--- config.mk ---
export PLATFORM = sky130hd
export DESIGN_NAME = cpu_sequencer
export DESIGN_NICKNAME = d
export VERILOG_FILES = /design/src/rtl/cpu_pkg.sv /design/src/rtl/seq_timeout.sv /design/src/rtl/cpu_sequencer.sv
export SDC_FILE = /design/constraint.sdc
export NUM_CORES = 1
export LEC_CHECK = 0
export CAP_MARGIN = 20
export CELL_PAD_IN_SITES_DETAIL_PLACEMENT = 1
export CELL_PAD_IN_SITES_GLOBAL_PLACEMENT = 2
export CORE_MARGIN = 10
export CORE_UTILIZATION = 24
export CTS_CLUSTER_SIZE = 16
export DETAILED_ROUTE_END_ITERATION = 8
export PLACE_DENSITY = 0.78
export SLEW_MARGIN = 20
export SYNTH_ARGS = -nofsm -noshare
export SYNTH_HDL_FRONTEND = slang
export SYNTH_SLANG_ARGS = --single-unit
--- constraint.sdc ---
create_clock -name clock -period 1.8 [get_ports clock]
set_input_delay 0.27 -clock clock [delete_from_list [all_inputs] [get_ports clock]]
set_output_delay 0.27 -clock clock [all_outputs]
set_load 0.05 [all_outputs]
--- src/rtl/cpu_pkg.sv ---
`default_nettype none
// ============================================================================
//  Module      : cpu_pkg
//  Description : Shared definitions for the mode-1 CPU: field widths,
//                opcode encodings and the sequencer state encoding.
//                The ALU imports the same opcode constants.
//  Revision    : 1.0 - initial release
// ============================================================================
package cpu_pkg;

    // Field widths
    localparam int c_OPC_W  = 3;
    localparam int c_OPND_W = 5;
    localparam int c_DATA_W = 8;
    localparam int c_PC_W   = 4;

    // Opcodes, instruction bits [7:5]
    localparam logic [c_OPC_W-1:0] c_OP_ADD = 3'b000;
    localparam logic [c_OPC_W-1:0] c_OP_SUB = 3'b001;
    localparam logic [c_OPC_W-1:0] c_OP_MUL = 3'b010;
    localparam logic [c_OPC_W-1:0] c_OP_AND = 3'b011;
    localparam logic [c_OPC_W-1:0] c_OP_OR  = 3'b100;
    localparam logic [c_OPC_W-1:0] c_OP_XOR = 3'b101;
    localparam logic [c_OPC_W-1:0] c_OP_LDI = 3'b110;
    localparam logic [c_OPC_W-1:0] c_OP_HLT = 3'b111;

    // Sequencer states
    typedef enum logic [2:0] {
        ST_IDLE    = 3'd0,
        ST_FETCH   = 3'd1,
        ST_DECODE  = 3'd2,
        ST_EXEC    = 3'd3,
        ST_ADVANCE = 3'd4,
        ST_HALT    = 3'd5
    } state_e;

endpackage
`default_nettype wire

--- src/rtl/seq_timeout.sv ---
`default_nettype none
// ============================================================================
//  Module      : seq_timeout
//  Description : ALU wait watchdog. While inactive the counter is held at
//                the load value; while active it counts down to zero and
//                then reports expiry. Expiry is qualified by i_active, so it
//                clears as soon as the FSM leaves EXEC.
//  Ports       : clock, reset_n  - clock / async active-low reset
//                i_active        - FSM is in EXEC
//                i_load_val      - cycles-to-expiry minus one
//                o_expired       - last permitted EXEC cycle without ready
//  Revision    : 1.0 - initial release
// ============================================================================
module seq_timeout (
    input  logic       clock,
    input  logic       reset_n,
    input  logic       i_active,
    input  logic [7:0] i_load_val,
    output logic       o_expired
);

    logic [7:0] r_cnt_q;
    logic [7:0] w_cnt_d;

    always_comb begin
        w_cnt_d = r_cnt_q;
        if (!i_active) begin
            w_cnt_d = i_load_val;
        end else if (r_cnt_q != 8'd0) begin
            w_cnt_d = r_cnt_q - 8'd1;
        end
    end

    always_ff @(posedge clock or negedge reset_n) begin
        if (!reset_n) begin
            r_cnt_q <= 8'd0;
        end else begin
            r_cnt_q <= w_cnt_d;
        end
    end

    assign o_expired = i_active && (r_cnt_q == 8'd0);

endmodule
`default_nettype wire

--- src/rtl/cpu_sequencer.sv ---
`default_nettype none
// ============================================================================
//  Module      : cpu_sequencer
//  Description : Fetch/decode/execute controller. Latches instructions from
//                the PC/ROM block, runs ALU ops through a valid/ready
//                handshake, holds the accumulator and pulses pc_ena once per
//                retired non-HLT instruction.
//  Ports       : clock, reset_n         - clock / async active-low reset
//                start, run, clear      - control (clear has top priority)
//                instr_in, pc_in        - instruction and PC from PC/ROM
//                pc_ena                 - PC advance pulse
//                alu_valid/op/a/b       - ALU request
//                alu_ready, alu_result  - ALU response
//                acc_out, ir_out, ir_pc - accumulator, IR, IR fetch PC
//                instr_count            - retired instructions (mod 256)
//                busy, halted, error    - status
//  Revision    : 1.0 - initial release
// ============================================================================
module cpu_sequencer
    import cpu_pkg::*;
#(
    parameter int ALU_TIMEOUT = 15
) (
    input  logic                clock,
    input  logic                reset_n,
    input  logic                start,
    input  logic                run,
    input  logic                clear,
    input  logic [c_DATA_W-1:0] instr_in,
    input  logic [c_PC_W-1:0]   pc_in,
    output logic                pc_ena,
    output logic                alu_valid,
    output logic [c_OPC_W-1:0]  alu_op,
    output logic [c_DATA_W-1:0] alu_a,
    output logic [c_DATA_W-1:0] alu_b,
    input  logic                alu_ready,
    input  logic [c_DATA_W-1:0] alu_result,
    output logic [c_DATA_W-1:0] acc_out,
    output logic [c_DATA_W-1:0] ir_out,
    output logic [c_PC_W-1:0]   ir_pc,
    output logic [c_DATA_W-1:0] instr_count,
    output logic                busy,
    output logic                halted,
    output logic                error
);

    // Counter reaches zero on the ALU_TIMEOUT-th EXEC cycle.
    localparam logic [7:0] c_TIMEOUT_LOAD = 8'(ALU_TIMEOUT - 1);

    state_e              r_state_q, w_state_d;
    logic [c_DATA_W-1:0] r_acc_q,   w_acc_d;
    logic [c_DATA_W-1:0] r_ir_q,    w_ir_d;
    logic [c_PC_W-1:0]   r_ir_pc_q, w_ir_pc_d;
    logic [c_DATA_W-1:0] r_count_q, w_count_d;
    logic                r_error_q, w_error_d;

    logic [c_OPC_W-1:0]  w_opcode;
    logic [c_OPND_W-1:0] w_operand;
    logic                w_in_exec;
    logic                w_expired;

    assign w_opcode  = r_ir_q[c_DATA_W-1 -: c_OPC_W];
    assign w_operand = r_ir_q[c_OPND_W-1:0];
    assign w_in_exec = (r_state_q == ST_EXEC);

    seq_timeout u_timeout (
        .clock      (clock),
        .reset_n    (reset_n),
        .i_active   (w_in_exec),
        .i_load_val (c_TIMEOUT_LOAD),
        .o_expired  (w_expired)
    );

    always_comb begin
        w_state_d = r_state_q;
        w_acc_d   = r_acc_q;
        w_ir_d    = r_ir_q;
        w_ir_pc_d = r_ir_pc_q;
        w_count_d = r_count_q;
        w_error_d = r_error_q;

        if (clear) begin
            // Abandons any outstanding ALU request; ir/ir_pc are kept as debug history.
            w_state_d = ST_IDLE;
            w_acc_d   = '0;
            w_count_d = '0;
            w_error_d = 1'b0;
        end else begin
            case (r_state_q)
                ST_IDLE: begin
                    if (start) begin
                        w_state_d = ST_FETCH;
                    end
                end
                ST_FETCH: begin
                    w_ir_d    = instr_in;
                    w_ir_pc_d = pc_in;
                    w_state_d = ST_DECODE;
                end
                ST_DECODE: begin
                    if (w_opcode == c_OP_HLT) begin
                        w_state_d = ST_HALT;
                    end else if (w_opcode == c_OP_LDI) begin
                        w_acc_d   = {{(c_DATA_W-c_OPND_W){1'b0}}, w_operand};
                        w_state_d = ST_ADVANCE;
                    end else begin
                        w_state_d = ST_EXEC;
                    end
                end
                ST_EXEC: begin
                    // A handshake on the final permitted cycle still wins over the timeout.
                    if (alu_ready) begin
                        w_acc_d   = alu_result;
                        w_state_d = ST_ADVANCE;
                    end else if (w_expired) begin
                        w_error_d = 1'b1;
                        w_state_d = ST_HALT;
                    end
                end
                ST_ADVANCE: begin
                    w_count_d = r_count_q + 8'd1;
                    w_state_d = run ? ST_FETCH : ST_IDLE;
                end
                ST_HALT: begin
                    w_state_d = ST_HALT;
                end
                default: begin
                    w_state_d = ST_IDLE;
                end
            endcase
        end
    end

    always_ff @(posedge clock or negedge reset_n) begin
        if (!reset_n) begin
            r_state_q <= ST_IDLE;
            r_acc_q   <= '0;
            r_ir_q    <= '0;
            r_ir_pc_q <= '0;
            r_count_q <= '0;
            r_error_q <= 1'b0;
        end else begin
            r_state_q <= w_state_d;
            r_acc_q   <= w_acc_d;
            r_ir_q    <= w_ir_d;
            r_ir_pc_q <= w_ir_pc_d;
            r_count_q <= w_count_d;
            r_error_q <= w_error_d;
        end
    end

    // Status and request strobes decode straight from the state register.
    assign pc_ena      = (r_state_q == ST_ADVANCE);
    assign alu_valid   = w_in_exec;
    assign busy        = (r_state_q != ST_IDLE) && (r_state_q != ST_HALT);
    assign halted      = (r_state_q == ST_HALT);

    assign alu_op      = w_opcode;
    assign alu_a       = r_acc_q;
    assign alu_b       = {{(c_DATA_W-c_OPND_W){1'b0}}, w_operand};
    assign acc_out     = r_acc_q;
    assign ir_out      = r_ir_q;
    assign ir_pc       = r_ir_pc_q;
    assign instr_count = r_count_q;
    assign error       = r_error_q;

endmodule
`default_nettype wire

# Yosys cells after proc, flatten, opt, wreduce, memory -nomap -nowiden
# Index checks and enable logic that the tools add are counted.
# totals
register_bits	40
in_bits	26
output_inout_bits	52
# classes
add_sub_neg	2
n_eq_ne	15
n_mux	21
bitwise_logic	1
n_reduce_logical	14
# op_table
op	n
8-bit 2-to-1 mux	8
3-bit 2-to-1 mux	6
3-bit case mux with 6 select lines	1
8-bit case mux with 2 select lines	1
3-bit inequality test, second input constant	5
3-bit == test, second input constant	4
8-bit by 1-bit adder with 8-bit output, second input constant	1
8-bit logical NOT	1
8-bit nonzero test	1
8-bit by 1-bit subtractor with 8-bit output, second input constant	1
3-bit by 2-bit == test with 1-bit output, second input constant	2
2-bit nonzero test	3
3-bit nonzero test	2
1-bit 2-to-1 mux	5
2-bit inequality test, second input constant	2
4-bit inequality test, second input constant	1
2-bit AND reduction	2
4-bit AND reduction	1
3-bit by 1-bit == test with 1-bit output, second input constant	1
3-bit logical NOT	1
3-bit AND reduction	1
1-bit logical AND	2
1-bit NOT	1

# Depth between registers and ports, before layout
# depth
depth_word	6
ltp_mapped	6
mapped_depth_nobuf	6

# Hierarchy
# From an unflattened synthesis, not the netlist that was laid out.
# unflattened
cells_unflattened	215
area_unflattened_um2	2207.1
# modules_own_cells
mod	n_inst	cells_per_inst	area_each_um2	seq_area_each_um2
cpu_sequencer	1	164	1730.4	800.8
seq_timeout	1	51	476.7	200.2

# Worst setup path before layout
# Ideal clock, no wire load.
# synth_path
kind	register -> register
from	register r_state_q[1]
to	register r_count_q[7] (netlist: instr_count[7])
setup_time_ns	0.132
t_arrival_ns	1.911
t_required_ns	1.668
slack_ns	-0.243
stages_incl_launch_ff	6
n_path_buf	1
synth_period_minus_slack_ns	2.043
cell_sequence	dfrtp_1 -> buf_2 -> nor3b_2 -> nand4_1 -> xor2_1 -> nor2_1
# synth_between
elab_chain_cells	2
# synth_rtl
element	line	text
start, declared	cpu_sequencer.sv:50	state_e r_state_q, w_state_d;
start signal, assigned	cpu_sequencer.sv:143	r_state_q <= w_state_d;
3-bit == test	-	
net pc_ena	cpu_sequencer.sv:31	output logic pc_ena,
2-bit nonzero test (no line)	-	
end signal, assigned	cpu_sequencer.sv:147	r_count_q <= w_count_d;
end, declared	cpu_sequencer.sv:54	logic [c_DATA_W-1:0] r_count_q, w_count_d;
# The timed path passes the listed nets, and every way through them passes these cells.
# A chain may end at the register's enable or synchronous reset.

# Worst setup path after layout
# layout_path
from	register u_timeout.r_cnt_q[6]
to	register r_state_q[1]
# layout_between
elab_chain_cells	4
# layout_rtl
element	line	text
start, declared	seq_timeout.sv:22	logic [7:0] r_cnt_q;
start signal, assigned	seq_timeout.sv:38	r_cnt_q <= w_cnt_d;
8-bit logical NOT	seq_timeout.sv:42	assign o_expired = i_active && (r_cnt_q == 8'd0);
1-bit logical AND	seq_timeout.sv:42	
4-bit inequality test (no line)	-	
2-bit AND reduction (no line)	-	
# Every way passes these cells.

==> results.cfg <==
[die]
rows = 33
die_x_um = 113
pin_count = 78
fp.dieH_um = 113
floorplan.initialDensity = 0.250
dieArea_mm2 = 0.0128
core_area_mm2 = 0.00834

[sta]
hold_violations = 0
skew_ps = 4.66
setup-violations-final = 0
fmax_ghz = 0.577
drv_slew = 0
slew_headroom = 0.639
fin_crit_sh = 0.962
layout_min_cycle_time_ps = 1730
rsz0062_at_grt = true
worst_slew_pin_slew_ps = 542

[final_layout]
syn_to_final_growth_pct = 46.6
num-nets-final = 310
post-route-cell-area_mm2 = 0.00306
drive_gt1_frac = 0.358
diodes = 0
stdcell_count = 387
fill_cells = 964

[synthesis]
synth.most_common_cell = dfrtp_1
synth_commonest_cells = dfrtp_1, nor2_1, buf_4
syn_area_mm2 = 0.00209
ys_types = 37
syn_inst = 203
syn_area_per_cell_um2 = 10.3
yosysSeqAreaShare = 0.480
synth_edf_count = 0
async_reset_ff_frac = 1.00
yosysTopAreaCell = dfrtp_1
ys.flop_type = dfrtp_1
yosys-top-cells-area = dfrtp_1, mux2_2, buf_4, nor2_1, xor2_1
synth-seq-cells = 40
yosysWarningCount = 0
yosysTopAreaCellShare = 0.480

[cts]
clock_sinks = 40
clkTransAtPathRegs_ps = 80
htree_levels = 2
holdBufCountCts = 0
cts_tree = yes
cts_buffers = 5
cts_buffer_depth = 2
root_buffer = clkbuf_8
clk_latency_ps = 290

[worst_setup_path]
crit_path_max_fanout = 5
worstPathRequired_ps = 2000
reg2reg_depth = 4
cp-start-kind = flop
endpoint = r_state_q[1]$_DFFE_PN0P_
r2r_setup_slack_ps = 70
slowest_stage = or4_4
cp-startpoint = u_timeout.r_cnt_q[6]$_DFFE_PN0N_
worst-path-buf-inv = 0
path_common_cell = o31ai_2
max_stage_delay_ps = 550
crit_chain = or4_4, nor3_4, o31ai_2, o31ai_2
worst_setup_path_end_kind = flop
cp_top_family = simple AND/OR/NAND/NOR gates
path_depth = 4
rr_startpoint = u_timeout.r_cnt_q[6]$_DFFE_PN0N_
critical_path_arrival_ps = 1930
r2r_end = r_state_q[1]$_DFFE_PN0P_
path_class = flop to flop

[placement]
io_buffers = 74
place_inst = 369
post-dp-hpwl_mm = 4.75
place_congestion = 0.738
placed_area_mm2 = 0.00283

[drt]
routed_via_density = 4.47
postRouteAntennaNets = 0
routed_wirelength_mm = 6.15
drcViolationCount = 0
wire_per_inst_um = 15.9
drt_iter0_markers = 49
first_pass_iters = 4
vias = 1728

[global_routing]
grt_pass1_wl_mm = 9.87
antenna_found_initial = 0
globalRouteTotalUtil = 0.0935
grt_max_degree = 41
grt_pass1_vias = 1880
overflow = 0

[run]
cap_violations = 0

[run_status]
status = completed

[power]
leakagePower_nw = 1.43
ir_worst_vdd_mv = 0.526
power_density_mw_per_mm2 = 1270

[hold_path]
hp-class = primary input to asynchronous set/reset pin
[final cells by class]
cell class                      instances  area, um2  share of cell area
Tap cell                              105        131              0.0429
Multi-Input combinational cell        132        922               0.301
Sequential cell                        40       1000               0.328
Timing Repair Buffer                   98        872               0.285
Clock buffer                            5       68.8              0.0225
Clock inverter                          3       46.3              0.0151
Inverter                                4       15.0             0.00491
[logic make-up (layout without fill, tap and decap cells)]
| logic type | count (synthesis) | count (layout) | share of synthesized area |
|---|---|---|---|
| and+or+nand+nor | 75 | 75 | 0.189 |
| DFF | 40 | 40 | 0.480 |
| buffers and inverters | 33 | 110 | 0.0977 |
| AOI/OAI and AO/OA | 23 | 23 | 0.0785 |
| muxes | 16 | 16 | 0.0845 |
| xor gates and xnor gates | 12 | 12 | 0.0504 |
| adders and majority gates | 3 | 3 | 0.0180 |
| other | 1 | 3 | 0.00180 |
[routing by layer]
| metal | part of all wire | up-vias | global-route usage |
|---|---|---|---|
| li1 | - | 823 | - |
| met1 | 0.45 | 849 | 0.111 |
| met2 | 0.48 | 52 | 0.154 |
| met3 | 0.072 | 4 | 0.0349 |
| met4 | 0.0049 | 0 | 0.0279 |
| met5 | 0 | - | 0 |
[cells in the final DEF, fill, tap and decap left out, types with 3 or more instances in the layout]
master           netlist  final
buf_12                 0      4
buf_4                 19     62
nand3_1                3      3
conb_1                 1      3
mux2i_1                3      3
nand3b_1               3      3
dfrtp_2                0      3
clkdlybuf4s50_1        0     26
nand4_1                4      4
nand2b_1               8      8
a311oi_1               5      5
xor2_1                 9      9
dlymetal6s2s_1         0      4
mux2_2                13     12
nand2_1               16     16
inv_1                  4      3
a21oi_1                7      7
o21ai_0                4      3
dfrtp_1               40     37
clkbuf_8               0      5
ha_1                   3      3
nor2_1                26     26
[power by group]
group / leakage, nW / switching, W / internal, W
logic: 0.860 / 0.00126 / 0.000635
registers: 0.512 / 0.000177 / 0.00106
clock network: 0.0548 / 0.000337 / 0.000418
total: 1.43 / 0.00177 / 0.00211
[flip-flops by register name, summed over array words and instances, names as in the netlist]
register           count
acc_out                8
error                  1
instr_count            8
ir_out                 8
ir_pc                  4
r_state_q              3
u_timeout.r_cnt_q      8
[how the worst min path moves through the flow]
stage               slack (ps)    start  depth (start not counted)                     end
floorplan                  -30  reset_n                          0  acc_out[0]$_DFFE_PN0P_
global placement           370  reset_n                          2  acc_out[4]$_DFFE_PN0P_
detailed placement         380  reset_n                          2  acc_out[0]$_DFFE_PN0P_
CTS                         50  reset_n                          2  acc_out[0]$_DFFE_PN0P_
global route                70  reset_n                          2   ir_out[4]$_DFFE_PN0P_
finish                      40  reset_n                          2  acc_out[4]$_DFFE_PN0P_
[repair_timing]
action / in CTS / in global routing
buffers inserted: 0 / 10
gates resized for setup: 3 / 11
pin swaps: 0 / 1
endpoints found under the setup margin: 2 / 11
[stage by stage]
stage          TNS (ps)  worst slack, ps  utilization  hold WS [ps]  total power [W]
4_1_cts               0             1.73        0.354          48.6          0.00393
6_report              0             68.1        0.367          35.7          0.00388
2_1_floorplan         0             50.8            -         -25.6          0.00260
3_5_place_dp          0             56.4        0.340           383          0.00316
5_1_grt           -28.2            -20.3        0.367          73.9          0.00407
3_3_place_gp          0              110        0.340           374          0.00312
(Power assumes the default switching activity.)
==> variant 1, RTL diff (config.mk and constraints unchanged) <==
Change the package constant `c_OPC_W` from 3 to 6.
--- a/src/rtl/cpu_pkg.sv
+++ b/src/rtl/cpu_pkg.sv
@@ -9,7 +9,7 @@
 package cpu_pkg;
 
     // Field widths
-    localparam int c_OPC_W  = 3;
+    localparam int c_OPC_W  = 6;
     localparam int c_OPND_W = 5;
     localparam int c_DATA_W = 8;
     localparam int c_PC_W   = 4;
Interface: changed (resized alu_op); port bits go from 78 to 81. The function was not compared with the original's and may differ.
==> variant 1 against the original RTL <==
- design area fell by 2.7%
- routed wire length rose by 2.3%
- synthesized area rose by 0.78%
- global-route usage rose by 0.71 points
- power rose by 9.3%
- sequential cell count did not move
- die area rose by 0.65%
- combinational power rose by 24%
- cell count did not move
- hold slack improved by 0.0097 ns
- first-iteration DRC count rose by 10%
- setup slack improved by 0.0054 ns
- critical path type is now reg2out
==> variant 1: results <==
export IMPL_nClkBuffers=7
export IMPL_syn_area_per_cell_um2=10.2
export IMPL_multi_input_cells=129
export IMPL_gp_congestion=0.800
export IMPL_synth_common_cells="dfrtp_1, buf_4, nor2_1"
export IMPL_yosysSeqAreaShare_pct=47.6
export IMPL_peakVddDrop_uv=933
export IMPL_clock_fmax_mhz=579
export IMPL_status="finished, final reports clean"
export IMPL_slowest_delay_ns=0.48
export IMPL_slowest_stage="dfrtp_2"
export IMPL_met3_wirelength_um=442
export IMPL_nFlopsAndLatches=40
export IMPL_dp_hpwl_um=4960
export IMPL_finalPower_uw=4240
export IMPL_nNonClkBuffers=95
export IMPL_tightest_slew_ns=0.533
export IMPL_critPathLaunch="r_state_q[2]"
export IMPL_power_leakage_uw=0.00133
export IMPL_cp_top_family="flip-flops"
export IMPL_grt_use_total_pct=10.1
export IMPL_dp_slack_ns=0.0133
export IMPL_whs_ns=0.0455
export IMPL_inverters_excl_clock=7
export IMPL_drt_iter0_drc=54
[variant 1: cell types whose count changed in the layout (fill, tap and decap cells not counted), moves of 3 or more]
cell | before | now
nand2_1 | 16 | 8
buf_4 | 62 | 65
inv_1 | 3 | 6
nor2_1 | 26 | 22
a21oi_1 | 7 | 13
nand2b_1 | 8 | 2
dlymetal6s2s_1 | 4 | 1
nand3_1 | 3 | 0
mux2i_1 | 3 | 7
[variant 1: cell families after synthesis]
kind of cell,share of synthesized area [%]
other,0.178
adder cells (fa/ha/maj),1.78
flip-flops,47.6
multiplexers,9.76
buffers and inverters,11.1
AND/OR/NAND/NOR,15.1
XOR/XNOR,5.00
AO/OA/AOI/OAI,9.52
[variant 1: path summary, 6_finish.rpt]
check | end | cells after the start
worst max register to register | u_timeout.r_cnt_q[1] | 4
min in group clock | error | 2
max in group asynchronous | r_state_q[2] | 2
worst max-delay path | busy | 3
worst min register to register | error | 2
worst min-delay path | instr_count[6] | 2
==> variant 2, RTL diff (same settings) <==
Made on the original files. Encoding of `state_e`: now one-hot (6 bits for 6 states).
--- a/src/rtl/cpu_pkg.sv
+++ b/src/rtl/cpu_pkg.sv
@@ -25,13 +25,13 @@
     localparam logic [c_OPC_W-1:0] c_OP_HLT = 3'b111;
 
     // Sequencer states
-    typedef enum logic [2:0] {
-        ST_IDLE    = 3'd0,
-        ST_FETCH   = 3'd1,
-        ST_DECODE  = 3'd2,
-        ST_EXEC    = 3'd3,
-        ST_ADVANCE = 3'd4,
-        ST_HALT    = 3'd5
+    typedef enum logic [5:0] {
+        ST_IDLE    = 6'b000001,
+        ST_FETCH   = 6'b000010,
+        ST_DECODE  = 6'b000100,
+        ST_EXEC    = 6'b001000,
+        ST_ADVANCE = 6'b010000,
+        ST_HALT    = 6'b100000
     } state_e;
 
 endpackage
Function: same outputs for any inputs over 10 cycles, from zero or initial values and one cycle with reset_n low; not proved beyond that.
==> variant 2 against the original RTL <==
- the flow now finishes with violations (negative setup slack)
- routed wire length grew 24%
- sequential cell count grew 3
- clock skew grew 0.0045 ns
- design area grew 23%
- power shrank 1.7%
- fmax shrank 18%
- synthesized area grew 10%
- utilization grew 3.9 points
- setup slack lost 0.39 ns
- synthesized cell count grew 6.4%
- critical path type is now reg2out
- largest cell class is now multi-input gates
==> variant 2: results <==
export IMPL_grt_max_degree=42
export IMPL_syn_area_per_cell_um2=10.6
export IMPL_status="complete, but fails checks"
export IMPL_arrival_ns=1.85
export IMPL_violations="negative setup slack"
export IMPL_r2r_start="r_state_q[3]"
export IMPL_r2r_setup_slack_ns=-0.17
export IMPL_fin_util_pct=40.6
export IMPL_clock_skew_ns=0.00920
export IMPL_drt_iter0_drc=64
export IMPL_cp_max_fo=4
export IMPL_yosysSeqAreaShare_pct=46.8
export IMPL_clockRootBuffer="clkbuf_8"
export IMPL_worstReg2RegEnd="ir_out[7]"
export IMPL_ff2ff_path_depth=5
export IMPL_via_count=2025
export IMPL_p_comb_share_pct=49.0
export IMPL_tightest_slew_ns=0.553
export IMPL_peakVddDrop_uv=728
export IMPL_dieArea_um2=13900
export IMPL_grt_antenna_before_repair=0
export IMPL_gp_congestion=0.759
export IMPL_swShare_pct=45.1
export IMPL_p_int_uw=2100
export IMPL_routed_wl_um=7660
export IMPL_p_seq_uw=1280
export IMPL_synthTopCellsByArea="dfrtp_1, buf_4, mux2_2"
export IMPL_crit_path_end="busy"
export IMPL_final_nets=348
export IMPL_wl_met2_um=3440
export IMPL_dp_slack_ns=-0.199
export IMPL_setup_ws_ns=-0.324
export IMPL_dp_cells=427
export IMPL_slowest_stage="dfrtp_2"
export IMPL_use_met3_pct=3.45
export IMPL_clock_latency_ns=0.31
export IMPL_fin_tns_setup_ns=-4.03
export IMPL_met3_wirelength_um=459
export IMPL_use_met1_pct=14.4
export IMPL_slowest_delay_ns=0.44
export IMPL_dp_hpwl_um=5490
export IMPL_cts_resized_gates=38
export IMPL_synth_common_cells="dfrtp_1, buf_4, nor2_1"
export IMPL_critPathLaunch="r_state_q[2]"
export IMPL_grt_pass1_wl_um=12600
export IMPL_grt_use_total_pct=11.1
export IMPL_setup_violations_final=27
export IMPL_finalNonFillerCells=449
export IMPL_first_global_vias=2299
export IMPL_power_leakage_uw=0.00166
export IMPL_cts_setup_buffers=10
export IMPL_gr_usage_met2_pct=17.2
export IMPL_synth_distinct_cells=43
export IMPL_drive_gt1_share_pct=48.8
export IMPL_wirelength_met1_um=3660
export IMPL_whs_ns=0.304
export IMPL_dpl_cell_area_um2=3320
export IMPL_hold_buffers=1
-- variant 2: changes by cell type after synthesis, sizes merged, moves of 5 or more --
| cell | unedited run | this run |
|---|---|---|
| a21oi | 7 | 14 |
| a221oi | 0 | 5 |
| a311oi | 5 | 0 |
| xnor2 | 3 | 11 |
| nor2 | 26 | 21 |
| nand2b | 8 | 2 |
| nand2 | 16 | 11 |
| xor2 | 9 | 2 |
-- variant 2: cell families after synthesis --
| group | share of synthesized area [%] |
|---|---|
| simple gates | 18.7 |
| flops | 46.8 |
| buf+inv | 9.41 |
| compound gates | 9.85 |
| mux | 8.49 |
| xor+xnor | 4.95 |
| fa+ha+maj | 1.63 |
| other cells | 0.163 |
-- variant 2: layout make-up --
type | instances | area (µm²)
Multi-Input combinational cell | 142 | 1310
Timing Repair Buffer | 120 | 1090
Clock buffer | 7 | 86.3
Clock inverter | 1 | 5.00
Fill cell | 1032 | 5520
Sequential cell | 43 | 1080
Inverter | 7 | 37.5
Tap cell | 129 | 161
